## config.mk

```make
export PLATFORM = sky130hd
export DESIGN_NAME = bit_unstuffing_flat
export DESIGN_NICKNAME = d
export VERILOG_FILES = /design/src/rtl/bit_unstuffing_if.sv /design/src/rtl/bit_unstuffing.sv /design/src/flat_wrapper.sv
export SDC_FILE = /design/constraint.sdc
export NUM_CORES = 1
export LEC_CHECK = 0
export ABC_AREA = 0
export CAP_MARGIN = 20
export CORE_MARGIN = 2
export CORE_UTILIZATION = 55
export CTS_CLUSTER_SIZE = 30
export DETAILED_ROUTE_END_ITERATION = 10
export DONT_BUFFER_PORTS = 1
export GPL_ROUTABILITY_DRIVEN = 0
export GPL_TIMING_DRIVEN = 0
export PLACE_DENSITY = 0.69
export SYNTH_ARGS = -nofsm -noshare
export SYNTH_HDL_FRONTEND = slang
export SYNTH_SLANG_ARGS = --single-unit
export TNS_END_PERCENT = 100
```

## constraint.sdc

```tcl
create_clock -name clk -period 2.1 [get_ports clk]
set_input_delay 0.105 -clock clk [delete_from_list [all_inputs] [get_ports clk]]
set_output_delay 0.105 -clock clk [all_outputs]
set_load 0.005 [all_outputs]
```

## src/rtl/bit_unstuffing_if.sv

```systemverilog
// Serial receive bus between the NRZI decoder, the unstuffer and the byte/CRC checker.
// The master drives the packet window and raw bits; the slave returns the unstuffed stream.
interface bit_unstuffing_if;
    logic       data_in;
    logic       en_data;
    logic       data_out;
    logic       bit_valid;
    logic [7:0] byte_out;
    logic       byte_valid;
    logic       byte_frag;
    logic       stuff_err;

    modport master (
        output data_in, en_data,
        input  data_out, bit_valid, byte_out, byte_valid, byte_frag, stuff_err
    );

    modport slave (
        input  data_in, en_data,
        output data_out, bit_valid, byte_out, byte_valid, byte_frag, stuff_err
    );
endinterface

```

## src/rtl/bit_unstuffing.sv

```systemverilog
// Removes the zero stuffed after every RUN_LEN consecutive ones, flags stuffing
// violations and assembles surviving bits (LSB first) into bytes.
module bit_unstuffing #(
    parameter int RUN_LEN = 6
) (
    input logic             clk,
    input logic             rst,
    bit_unstuffing_if.slave bus
);

    typedef enum logic [1:0] {IDLE, DATA, SKIP, ERR} state_t;

    localparam logic [2:0] RUN_LAST = 3'(RUN_LEN - 1);
    localparam logic [2:0] RUN_FULL = 3'(RUN_LEN);

    state_t     state, state_nxt;
    logic [2:0] ones_cnt, ones_nxt;
    logic [2:0] bit_idx, idx_nxt;
    logic [7:0] shreg, shreg_nxt;
    logic [7:0] byte_reg, byte_nxt;
    logic [7:0] shifted;
    logic       dout, dout_nxt;
    logic       bv, bv_nxt;
    logic       byv, byv_nxt;
    logic       frag, frag_nxt;
    logic       err, err_nxt;
    logic       pass;

    assign shifted = {bus.data_in, shreg[7:1]};

    always_comb begin
        state_nxt = state;
        ones_nxt  = ones_cnt;
        idx_nxt   = bit_idx;
        shreg_nxt = shreg;
        byte_nxt  = byte_reg;
        dout_nxt  = 1'b1;
        bv_nxt    = 1'b0;
        byv_nxt   = 1'b0;
        frag_nxt  = 1'b0;
        err_nxt   = err;
        pass      = 1'b0;

        if (!bus.en_data) begin
            // Packet boundary: drop any partial byte and report it as a fragment.
            if (state != IDLE) begin
                state_nxt = IDLE;
                ones_nxt  = 3'd0;
                idx_nxt   = 3'd0;
                shreg_nxt = 8'h00;
                err_nxt   = 1'b0;
                frag_nxt  = ((state == DATA) || (state == SKIP)) && (bit_idx != 3'd0);
            end
        end else begin
            unique case (state)
                IDLE, DATA: begin
                    pass      = 1'b1;
                    state_nxt = DATA;
                    if (!bus.data_in) begin
                        ones_nxt = 3'd0;
                    end else if (ones_cnt < RUN_LAST) begin
                        ones_nxt = ones_cnt + 3'd1;
                    end else begin
                        ones_nxt  = RUN_FULL;
                        state_nxt = SKIP;
                    end
                end
                SKIP: begin
                    if (!bus.data_in) begin
                        ones_nxt  = 3'd0;
                        state_nxt = DATA;
                    end else begin
                        err_nxt   = 1'b1;
                        state_nxt = ERR;
                    end
                end
                ERR: begin
                    state_nxt = ERR;
                end
                default: begin
                    state_nxt = IDLE;
                end
            endcase

            if (pass) begin
                dout_nxt  = bus.data_in;
                bv_nxt    = 1'b1;
                shreg_nxt = shifted;
                if (bit_idx == 3'd7) begin
                    byte_nxt = shifted;
                    byv_nxt  = 1'b1;
                    idx_nxt  = 3'd0;
                end else begin
                    idx_nxt = bit_idx + 3'd1;
                end
            end
        end
    end

    always_ff @(posedge clk) begin
        if (rst) begin
            state    <= IDLE;
            ones_cnt <= 3'd0;
            bit_idx  <= 3'd0;
            shreg    <= 8'h00;
            byte_reg <= 8'h00;
            dout     <= 1'b1;
            bv       <= 1'b0;
            byv      <= 1'b0;
            frag     <= 1'b0;
            err      <= 1'b0;
        end else begin
            state    <= state_nxt;
            ones_cnt <= ones_nxt;
            bit_idx  <= idx_nxt;
            shreg    <= shreg_nxt;
            byte_reg <= byte_nxt;
            dout     <= dout_nxt;
            bv       <= bv_nxt;
            byv      <= byv_nxt;
            frag     <= frag_nxt;
            err      <= err_nxt;
        end
    end

    assign bus.data_out   = dout;
    assign bus.bit_valid  = bv;
    assign bus.byte_out   = byte_reg;
    assign bus.byte_valid = byv;
    assign bus.byte_frag  = frag;
    assign bus.stuff_err  = err;

endmodule

```

## src/flat_wrapper.sv

```systemverilog
// flat-port wrapper written by rule: the top's interface ports become plain ports
module bit_unstuffing_flat 
#(
    parameter int RUN_LEN = 6
)
  (clk, rst, bus_data_in, bus_en_data, bus_data_out, bus_bit_valid, bus_byte_out, bus_byte_valid, bus_byte_frag, bus_stuff_err);
  bit_unstuffing_if bus_i ();
  input logic clk;
  input logic rst;
  input wire logic [$bits(bus_i.data_in)-1:0] bus_data_in;
  input wire logic [$bits(bus_i.en_data)-1:0] bus_en_data;
  output wire logic [$bits(bus_i.data_out)-1:0] bus_data_out;
  output wire logic [$bits(bus_i.bit_valid)-1:0] bus_bit_valid;
  output wire logic [$bits(bus_i.byte_out)-1:0] bus_byte_out;
  output wire logic [$bits(bus_i.byte_valid)-1:0] bus_byte_valid;
  output wire logic [$bits(bus_i.byte_frag)-1:0] bus_byte_frag;
  output wire logic [$bits(bus_i.stuff_err)-1:0] bus_stuff_err;
  assign bus_i.data_in = bus_data_in;
  assign bus_i.en_data = bus_en_data;
  assign bus_data_out = bus_i.data_out;
  assign bus_bit_valid = bus_i.bit_valid;
  assign bus_byte_out = bus_i.byte_out;
  assign bus_byte_valid = bus_i.byte_valid;
  assign bus_byte_frag = bus_i.byte_frag;
  assign bus_stuff_err = bus_i.stuff_err;
  bit_unstuffing #(.RUN_LEN(RUN_LEN)) u_core (.clk(clk), .rst(rst), .bus(bus_i));
endmodule
```

==> reports/results.txt <==
status: completed
synth unique cells: 32
Hold Vio Cnt, Final: 0
Post-CTS Hold Buffers: 2
Port Buffers: 0
Slew Limit Fails: 0
Reg power frac: 55.1%
synthesized instance count: 144
hold crit path type: primary input to flop
Die Height: 52.7 µm
Clk pwr share: 35.6%
period utilisation layout: 85.8%
CP cell instances: inv_1 > ha_1 > or3_4 > a31oi_4 > mux2_1
clock sinks: 28
CP max FO: 5
Total Routing Usage GR: 20.4%
Mean Syn Cell Area: 9.07 µm²
Peak VDD IR: 0.000468 V
initial antenna violation count: 0
worst r2r dst: u_core.ones_cnt[0]$_SDFFE_PP0P_
Slowest-stage cell, CP: or3_4
routed length per instance: 13.8 µm
antenna-violating nets left: 0
Worst-Margin Slew: 0.448 ns
Ys Warns: 0
detailed-route vias per instance: 5.60
Mapped Nets: 156
num rows: 17
Worst-Skew Late Latency: 0.33 ns
Critical Path End Type: flop
final setup violation count: 0
First-pass DRT Iterations: 4
core area: 2230 µm²
TNS Setup: 0 ns
post_cts resized: 0
power density cells: 705 nW/µm²
largest net degree at the start of global routing: 17
WP buf/inv: 1
Leak: 0.533 nW
origin of the critical flop-to-flop path: u_core.state[0]$_SDFFE_PP0P_
CTS tree: built
Area Growth Syn to Fin: 8.24%
cell count of the worst hold path: 3
number of enable flip-flop cells after synthesis: 0
final WL: 2.45 mm
CP max stage delay: 0.44 ns
Final HPWL DP: 1.67 mm
# Post-CTS Setup Buffers: 0
share of cells above drive strength 1: 10.0%
area leader, netlist: dfxtp_1
critical path launch point type: flop
flop2flop setup slack: 0.30 ns
register area share after synthesis: 42.9%
detailed-route via count: 997
Ports: 17
r2r worst-path depth: 5
fraction of registers with async set/reset: 0%
Layout Skew: 0.00475 ns
Die Footprint: 2780 µm²
Top FF cell, synth: dfxtp_1
Yosys top cell area share: 42.9%
Finished Layout Cells: 178
# diodes: 0
# fillers: 203
Post-Place Cells: 172
clock buffer depth: 2
final worst path period need: 1.80 ns
WHS Endpoint: u_core.shreg[7]$_SDFFE_PP0P_
Nets: 163
CP Class: flop to flop
CTS clock-pin slew for the worst setup and hold paths: 0.15 ns
starting density of the core: 58.5%
switch share: 22.8%
DRC: 0
Slew HR: 70.1%
Top Family by Delay on Critical Path: simple AND/OR/NAND/NOR gates
Num CTS Buffers: 3
vias in the first global route: 913
top-count cell post-synth: dfxtp_1
Combinational Power Share: 9.3%
CP Depth: 5
CP arrival: 2.04 ns
Int Pwr: 0.770 mW
Synth top cells by count: 28 x dfxtp_1, 17 x a21oi_1, 14 x nand2_1, 10 x nor2_1, 8 x ha_1
Die X: 52.7 µm
RSZ-0062 raised after global routing: false
Fmax: 0.555 GHz
min-delay src: bus_data_in
NetSw: 0.227 mW
total grt overflow: 0
max-cap violation count: 0
Synth area leaders: dfxtp_1 43%, ha_1 7.7%, a21oi_1 6.5%, mux2i_1 4.6%, nand2_1 4.0%
htree depth: 1
first-pass GRT wire length: 4.17 mm
Post-Synthesis Cell Area: 1310 µm²
root cell of the clock tree: clkbuf_4
Yosys reg bits: 28
DR iter-0 viols: 8
worst endpoint required time: 2.33 ns
## through the flow
step                cell area (µm²)  utilization, %  hold WS, ns  power [mW]  setup slack, ns
floorplan                      1310               -        0.209       0.630            0.424
global route                   1410            63.3       0.0516        1.03            0.221
finish                         1410            63.3       0.0521       0.997            0.299
global placement               1340            60.1        0.222       0.646            0.346
CTS                            1410            63.3       0.0450        1.00            0.289
detailed placement             1340            60.1        0.226       0.649            0.311
## final cells by class
type	count	area [µm²]	area share (%)
Tap cell	28	35.0	2.48
Clock buffer	3	22.5	1.59
Inverter	6	22.5	1.59
Timing Repair Buffer	2	20.0	1.42
Sequential cell	28	561	39.6
Buffer	9	46.3	3.27
Multi-Input combinational cell	101	677	47.9
Clock inverter	1	30.0	2.12
## routing by layer
metal	vias to the layer above	share of wire [%]	wire (µm)	global-route usage, %
met3	2	3.1	77	2.86
met1	465	50	1240	28.0
met4	0	0.49	12	7.69
met2	13	46	1120	32.3
li1	517	-	-	-
met5	-	0	0	0
## how the worst max path moves through the flow
| stage | startpoint | to | slack, ns |
|---|---|---|---|
| floorplan | u_core.state[0]$_SDFFE_PP0P_ | u_core.ones_cnt[0]$_SDFFE_PP0P_ | 0.42 |
| detailed placement | u_core.state[0]$_SDFFE_PP0P_ | u_core.ones_cnt[0]$_SDFFE_PP0P_ | 0.31 |
| global placement | u_core.state[0]$_SDFFE_PP0P_ | u_core.ones_cnt[0]$_SDFFE_PP0P_ | 0.35 |
| finish | u_core.state[0]$_SDFFE_PP0P_ | u_core.ones_cnt[0]$_SDFFE_PP0P_ | 0.30 |
| global route | u_core.state[0]$_SDFFE_PP0P_ | u_core.ones_cnt[0]$_SDFFE_PP0P_ | 0.22 |
| CTS | u_core.state[0]$_SDFFE_PP0P_ | u_core.ones_cnt[0]$_SDFFE_PP0P_ | 0.29 |
## power by group through the flow
| stage | Combinational [mW] | Sequential (mW) | Clock [mW] |
|---|---|---|---|
| 2_1_floorplan | 0.0716 | 0.558 | 0 |
| 3_3_place_gp | 0.0863 | 0.560 | 0 |
| 3_5_place_dp | 0.0889 | 0.560 | 0 |
| 4_1_cts | 0.0932 | 0.548 | 0.362 |
| 5_1_grt | 0.104 | 0.550 | 0.381 |
| 6_report | 0.0929 | 0.549 | 0.355 |
## registers in the layout, summed over array words and instances, names as in the netlist
name / count
u_core.bit_idx: 3
u_core.bus.byte_frag: 1
u_core.bus.bit_valid: 1
u_core.ones_cnt: 3
u_core.bus.data_out: 1
u_core.bus.stuff_err: 1
u_core.state: 2
u_core.bus.byte_valid: 1
u_core.shreg: 7
u_core.bus.byte_out: 8
## cell usage in the layout (no fill, tap or decap), types with 2 or more instances in the layout
cell type / Yosys / routed
a21oi_1: 17 / 17
a31o_1: 2 / 2
buf_2: 4 / 4
buf_4: 2 / 2
clkbuf_1: 3 / 3
clkbuf_4: 0 / 3
dfxtp_1: 28 / 28
dlygate4sd3_1: 0 / 2
ha_1: 8 / 8
inv_1: 6 / 6
mux2i_1: 6 / 6
nand2_1: 14 / 14
nand3_1: 4 / 4
nand3b_1: 2 / 2
nor2_1: 10 / 10
nor2b_1: 2 / 2
nor3_1: 3 / 3
nor3b_1: 3 / 3
o21a_1: 4 / 4
o21ai_0: 7 / 7
o21ai_1: 6 / 6
## tightest hold or removal path, stage by stage
cell and delay, ns:
o21a_1 0.09, o21ai_1 0.05, a21oi_1 0.10
## cells by family (layout without fill, tap and decap cells)
| logic type | after synthesis | count (layout) | synth area share (%) |
|---|---|---|---|
| muxes | 7 | 7 | 5.46 |
| adders and majority gates | 8 | 8 | 7.66 |
| AOI/OAI and AO/OA | 42 | 42 | 21.4 |
| DFF | 28 | 28 | 42.9 |
| buffers and inverters | 15 | 21 | 5.27 |
| and+or+nand+nor | 44 | 44 | 17.3 |
No activity file was read; power rests on OpenSTA's default activity.
